## config.mk

```make
export PLATFORM = sky130hd
export DESIGN_NAME = term_ctrl
export DESIGN_NICKNAME = d
export VERILOG_FILES = /design/src/rtl/term_ctrl.sv
export SDC_FILE = /design/constraint.sdc
export NUM_CORES = 1
export LEC_CHECK = 0
export ABC_AREA = 1
export CELL_PAD_IN_SITES_DETAIL_PLACEMENT = 1
export CELL_PAD_IN_SITES_GLOBAL_PLACEMENT = 1
export CORE_ASPECT_RATIO = 1.2
export CORE_MARGIN = 2
export CORE_UTILIZATION = 41
export DETAILED_ROUTE_END_ITERATION = 7
export GPL_TIMING_DRIVEN = 1
export PLACE_DENSITY_LB_ADDON = 0.1
export SETUP_SLACK_MARGIN = 0.5
export SYNTH_ARGS = -nofsm -noshare
export SYNTH_HDL_FRONTEND = slang
export SYNTH_SLANG_ARGS = --single-unit
export TNS_END_PERCENT = 1
```

## constraint.sdc

```tcl
create_clock -name i_clk -period 2.3 [get_ports i_clk]
set_input_delay 0.575 -clock i_clk [delete_from_list [all_inputs] [get_ports i_clk]]
set_output_delay 0.575 -clock i_clk [all_outputs]
set_load 0.05 [all_outputs]
```

## src/rtl/term_ctrl.sv

```systemverilog
// term_ctrl: byte-stream terminal front end for the text engine.
// Decodes printable bytes and CR/LF/BS/FF, tracks the cursor, and owns
// VRAM port A for character writes, hardware clear and one-row scroll.
module term_ctrl #(
  parameter int          COLS  = 60,
  parameter int          ROWS  = 17,
  parameter logic [7:0]  BLANK = 8'h20
) (
  input  logic        i_clk,
  input  logic        i_rst,
  input  logic [7:0]  i_data,
  input  logic        i_dv,
  output logic        o_ready,
  output logic [10:0] o_vram_addr,
  output logic [7:0]  o_vram_din,
  input  logic [7:0]  o_vram_dout,
  output logic        o_vram_clk,
  output logic        o_vram_ce,
  output logic        o_vram_wre,
  output logic        o_cursor_e
);

  localparam logic [5:0] XMAX = 6'(COLS - 1);
  localparam logic [4:0] YMAX = 5'(ROWS - 1);
  localparam logic [4:0] YSCR = 5'(ROWS - 2);

  typedef enum logic [2:0] {CLEAR, IDLE, WRITE, SC_RD, SC_WR, SC_BLANK} state_t;

  state_t      r_state;
  logic [5:0]  r_cur_x, r_cx, r_rx, r_wx;
  logic [4:0]  r_cur_y, r_cy, r_ry, r_wy;
  logic        r_ph;
  logic        r_ready, r_ce, r_wre;
  logic [10:0] r_addr;
  logic [7:0]  r_din;
  logic        w_accept;

  assign w_accept    = i_dv & r_ready & (r_state == IDLE);
  assign o_ready     = r_ready;
  assign o_cursor_e  = r_ready;
  assign o_vram_addr = r_addr;
  assign o_vram_din  = r_din;
  assign o_vram_ce   = r_ce;
  assign o_vram_wre  = r_wre;
  assign o_vram_clk  = i_clk;

  // Control FSM. Outputs are registered: each edge presents the bus
  // operation for the cycle that follows. Scroll runs read/write in pairs
  // (R R W W) so the write data, which arrives one cycle after its read,
  // can be registered straight from the RAM output with no bubble cycles.
  // The pairing assumes COLS is even; scroll pointers rest at zero.
  always_ff @(posedge i_clk) begin
    if (i_rst) begin
      r_state <= CLEAR;
      r_cur_x <= '0;  r_cur_y <= '0;
      r_cx    <= '0;  r_cy    <= '0;
      r_rx    <= '0;  r_ry    <= '0;
      r_wx    <= '0;  r_wy    <= '0;
      r_ph    <= 1'b0;
      r_ready <= 1'b0; r_ce <= 1'b0; r_wre <= 1'b0;
      r_addr  <= '0;   r_din <= '0;
    end else begin
      case (r_state)
        CLEAR: begin
          r_ready <= 1'b0; r_ce <= 1'b1; r_wre <= 1'b1;
          r_din   <= BLANK;
          r_addr  <= {r_cy, r_cx};
          if (r_cx == XMAX) begin
            r_cx <= '0;
            if (r_cy == YMAX) begin
              r_cy    <= '0;
              r_cur_x <= '0;
              r_cur_y <= '0;
              r_state <= IDLE;
            end else begin
              r_cy <= r_cy + 5'd1;
            end
          end else begin
            r_cx <= r_cx + 6'd1;
          end
        end
        IDLE: begin
          r_ready <= 1'b1; r_ce <= 1'b0; r_wre <= 1'b0;
          r_addr  <= {r_cur_y, r_cur_x};
          if (w_accept) begin
            if (i_data >= 8'h20) begin
              r_ready <= 1'b0; r_ce <= 1'b1; r_wre <= 1'b1;
              r_din   <= i_data;
              r_state <= WRITE;
            end else begin
              case (i_data)
                8'h0D: begin
                  r_cur_x <= '0;
                  r_addr  <= {r_cur_y, 6'd0};
                end
                8'h0A: begin
                  if (r_cur_y != YMAX) begin
                    r_cur_y <= r_cur_y + 5'd1;
                    r_addr  <= {r_cur_y + 5'd1, r_cur_x};
                  end else begin
                    // first scroll read issued right away
                    r_state <= SC_RD; r_ph <= 1'b1; r_rx <= 6'd1;
                    r_ready <= 1'b0; r_ce <= 1'b1; r_wre <= 1'b0;
                    r_addr  <= {5'd1, 6'd0};
                  end
                end
                8'h08: begin
                  if (r_cur_x != 6'd0) begin
                    r_cur_x <= r_cur_x - 6'd1;
                    r_addr  <= {r_cur_y, r_cur_x - 6'd1};
                  end
                end
                8'h0C: begin
                  r_ready <= 1'b0;
                  r_state <= CLEAR;
                end
                default: ;
              endcase
            end
          end
        end
        WRITE: begin
          if (r_cur_x != XMAX) begin
            r_cur_x <= r_cur_x + 6'd1;
            r_ready <= 1'b1; r_ce <= 1'b0; r_wre <= 1'b0;
            r_addr  <= {r_cur_y, r_cur_x + 6'd1};
            r_state <= IDLE;
          end else begin
            r_cur_x <= '0;
            if (r_cur_y != YMAX) begin
              r_cur_y <= r_cur_y + 5'd1;
              r_ready <= 1'b1; r_ce <= 1'b0; r_wre <= 1'b0;
              r_addr  <= {r_cur_y + 5'd1, 6'd0};
              r_state <= IDLE;
            end else begin
              r_state <= SC_RD; r_ph <= 1'b1; r_rx <= 6'd1;
              r_ce    <= 1'b1; r_wre <= 1'b0;
              r_addr  <= {5'd1, 6'd0};
            end
          end
        end
        SC_RD: begin
          r_ce   <= 1'b1; r_wre <= 1'b0;
          r_addr <= {r_ry + 5'd1, r_rx};
          if (r_rx == XMAX) begin
            r_rx <= '0;
            r_ry <= r_ry + 5'd1;
          end else begin
            r_rx <= r_rx + 6'd1;
          end
          r_ph <= ~r_ph;
          if (r_ph) r_state <= SC_WR;
        end
        SC_WR: begin
          r_ce   <= 1'b1; r_wre <= 1'b1;
          r_din  <= o_vram_dout;
          r_addr <= {r_wy, r_wx};
          if (r_wx == XMAX) begin
            r_wx <= '0;
            r_wy <= r_wy + 5'd1;
          end else begin
            r_wx <= r_wx + 6'd1;
          end
          r_ph <= ~r_ph;
          if (r_ph)
            r_state <= (r_wy == YSCR && r_wx == XMAX) ? SC_BLANK : SC_RD;
        end
        SC_BLANK: begin
          r_ce   <= 1'b1; r_wre <= 1'b1;
          r_din  <= BLANK;
          r_addr <= {YMAX, r_cx};
          if (r_cx == XMAX) begin
            r_cx <= '0;
            r_rx <= '0; r_ry <= '0;
            r_wx <= '0; r_wy <= '0;
            r_state <= IDLE;
          end else begin
            r_cx <= r_cx + 6'd1;
          end
        end
        default: r_state <= CLEAR;
      endcase
    end
  end

endmodule

```

==> impl_results.md, run 1 <==
- Status: finished clean
- Initial DRC count: approximately 140
- Commonest non-fill, non-tap cell in the layout: nand2_1
- Pwr/cell area: 1329 mW/mm^2
- Post-synth top area share: 32.60%
- Seq cells post-synth: 70
- Post-synthesis sequential area ratio: ~33%
- Top FF cell, synth: dfxtp_1
- Setup TNS: 0 ns
- Die W: 97.48 um
- Top cell type by total area after synthesis: dfxtp_1
- Max FO, Critical Path: 2
- Die area: about 0.011 sq mm
- Share of synthesized registers carrying an async set or reset: 0%
- Routability congestion estimate: 0.9204
- Critical path launch point: i_clk
- Slew HR: 63.96%
- Register-to-register setup slack: approximately 0.3 ns
- Slew @ Worst Pin: 0.5428 ns
- Pin count of the biggest net entering global routing: 39
- PortBufs: 42
- Number of flops mapped to enable cells by yosys: 0
- Placed cell count: 850
- Clock transition at path regs: 0.06 ns
- Congestion Overflow GR: 0
- VDD IR max: around 0.0013 V
- Worst flop-to-flop path startpoint: r_cur_x[0]
- Power Total: 7.441 mW
- Drt pass-1 iters: 5
- Post-route ant nets: 0
- Setup CP Type: clock port to primary output
- Post-Syn Area: ~0.0043 sq mm
- Max cap viols: 0
- Mapped Cells: 657
- Starting density of the core: approximately 43%
- Synth area leaders: dfxtp_1 (33%), nand2_1 (12%), nor2_1 (7.6%)
- I/O Pins: between 40 and 50
- Worst Path Required: 1.73 ns
- Worst hold path type: flop to flop
- Leakage: between 2 and 2.5 nW
- Post-DR wirelength/cell: 17.55 um
- Row count: 40
- Initial antenna violation count: 0
- Register-to-Register Path Depth: 10
- Vias: 4847
- Area Overhead vs Synth: 30.27%
- Design Area, Final: 0.005600 sq mm
- Clk Latency, worst-skew pair: 0.45 ns
- Synth unique cells: 39
- Most frequent cells in the layout: nand2_1 (130), nor2_1 (77), inv_1 (70), dfxtp_1 (67), a21oi_1 (58)
- Global-route wire length before repair: 25100 um
- Final setup violating endpoints: 0
- Syn avg cell area: 6.544 sq um
- Worst setup EP type: primary output
- Fin. Hold Viols: 0
- CP Data Arrival Time: about 1.5 ns
- Total GRT Usage: 27.87%
- Dpl hpwl: 11650 um
- Count of non-filler cells in the finished layout: 874
- Ys Warns: 0
- Share of layout cells above drive strength 1: 16.04%
- DIE HEIGHT: 116.2 um
- Syn Nets: about 690
- RR Endpoint: o_vram_addr[6]
- Worst setup SP type: clock port
- Total core area: approximately 0.01 sq mm
- Worst setup path endpoint: o_vram_clk
- DRC errors left: 0
- Total Routed Length: 15340 um
- RSZ-0062 raised after global routing: yes
- Tightest hold margin: approximately 0.43 ns
- Post-cts hold buffer count: 0
- Slew Viols, Final: 0
- Fin nets: between 700 and 800
- Clock skew: 0.004844 ns
- CTS tree: yes
- Vias in the first global route: about 5000
- Avg Vias per Cell: 5.546
- Placed cell areas: 0.005119 sq mm
- N_diodes: 0
==> timing repair <==
| action | in CTS | in global routing |
|---|---|---|
| endpoints found under the setup margin | 83 | 92 |
| buffers inserted | 0 | 5 |
| pin swaps | 0 | 5 |
| gates resized for setup | 35 | 36 |
==> routing by layer <==
metal | GRT usage [%] | up-vias | share of wire (%)
li1 | - | 2362 | -
met1 | 31.47 | 2368 | 42
met5 | 0 | - | 0
met2 | 52.28 | 89 | 52
met3 | 5.446 | 28 | 3.5
met4 | 10.46 | 0 | 2.3
==> power by group <==
group | leakage, nW | switching, mW | total, mW | internal, mW
clock network | 0.179 | 0.655 | 1.70 | 1.05
logic | 1.63 | 2.76 | 4.02 | 1.26
registers | 0.571 | 0.237 | 1.72 | 1.48
total | 2.38 | 3.65 | 7.44 | 3.79
==> cells in the mapped netlist, drive strengths merged (9+ instances only) <==
master	instances
o21ai	52
dfxtp	70
nor2	91
xor2	9
clkbuf	9
a21oi	60
inv	81
nand4	21
nand3	49
nand2	141
nor3	11
ha	12
a211oi	13
==> critical path, stage by stage <==
cell	delay, ns
clkbuf_16	0.12
clkbuf_16	0.13
buf_12	0.14
==> registers in the layout (all words and copies together), names as in the netlist <==
name and count:
o_vram_addr 11, o_vram_din 8, r_cur_x 6, r_cx 6, r_rx 6, r_wx 6, r_cur_y 5, r_cy 5
r_ry 5, r_wy 5, r_state 3, o_cursor_e 1, o_vram_ce 1, o_vram_wre 1, r_ph 1
==> cell families after synthesis <==
family,synth area share (%)
AOI/OAI and AO/OA,18.39
xor gates and xnor gates,3.056
adders and majority gates,3.492
buffers and inverters,9.080
DFF,32.60
and+or+nand+nor,33.38
==> through the flow <==
| step | setup slack (ns) | utilization (%) |
|---|---|---|
| after floorplan | 0.4512 | - |
| after global placement | -0.1138 | 50.63 |
| after detailed placement | -0.2499 | 50.63 |
| after CTS | 0.1838 | 53.91 |
| after global routing | 0.1590 | 55.40 |
| final | 0.1866 | 55.40 |
==> worst min-delay path by stage <==
stage / end / depth (start not counted) / slack, ns / start
floorplan: r_ph / 1 / 0.40 / r_ph
global placement: r_ph / 1 / 0.41 / r_ph
detailed placement: r_ph / 1 / 0.42 / r_ph
CTS: r_ph / 1 / 0.43 / r_ph
global route: r_ph / 1 / 0.44 / r_ph
finish: r_ph / 1 / 0.43 / r_ph
==> cell type report <==
class	count	area [sq um]
sequential	70	1405
tap	126	157.7
timing repair buffer	88	758.2
fill	1355	4509
clock inverter	4	22.52
multi-input combinational	489	2608
inverter	81	307.8
clock buffer	16	341.6
(Power assumes the default switching activity.)
==> run 2: changes to the inputs <==
Settings changed: CTS_CLUSTER_DIAMETER from default to 100.
==> results of run 2 <==
The final DEF is identical to that of run 1; final timing and power are the same.
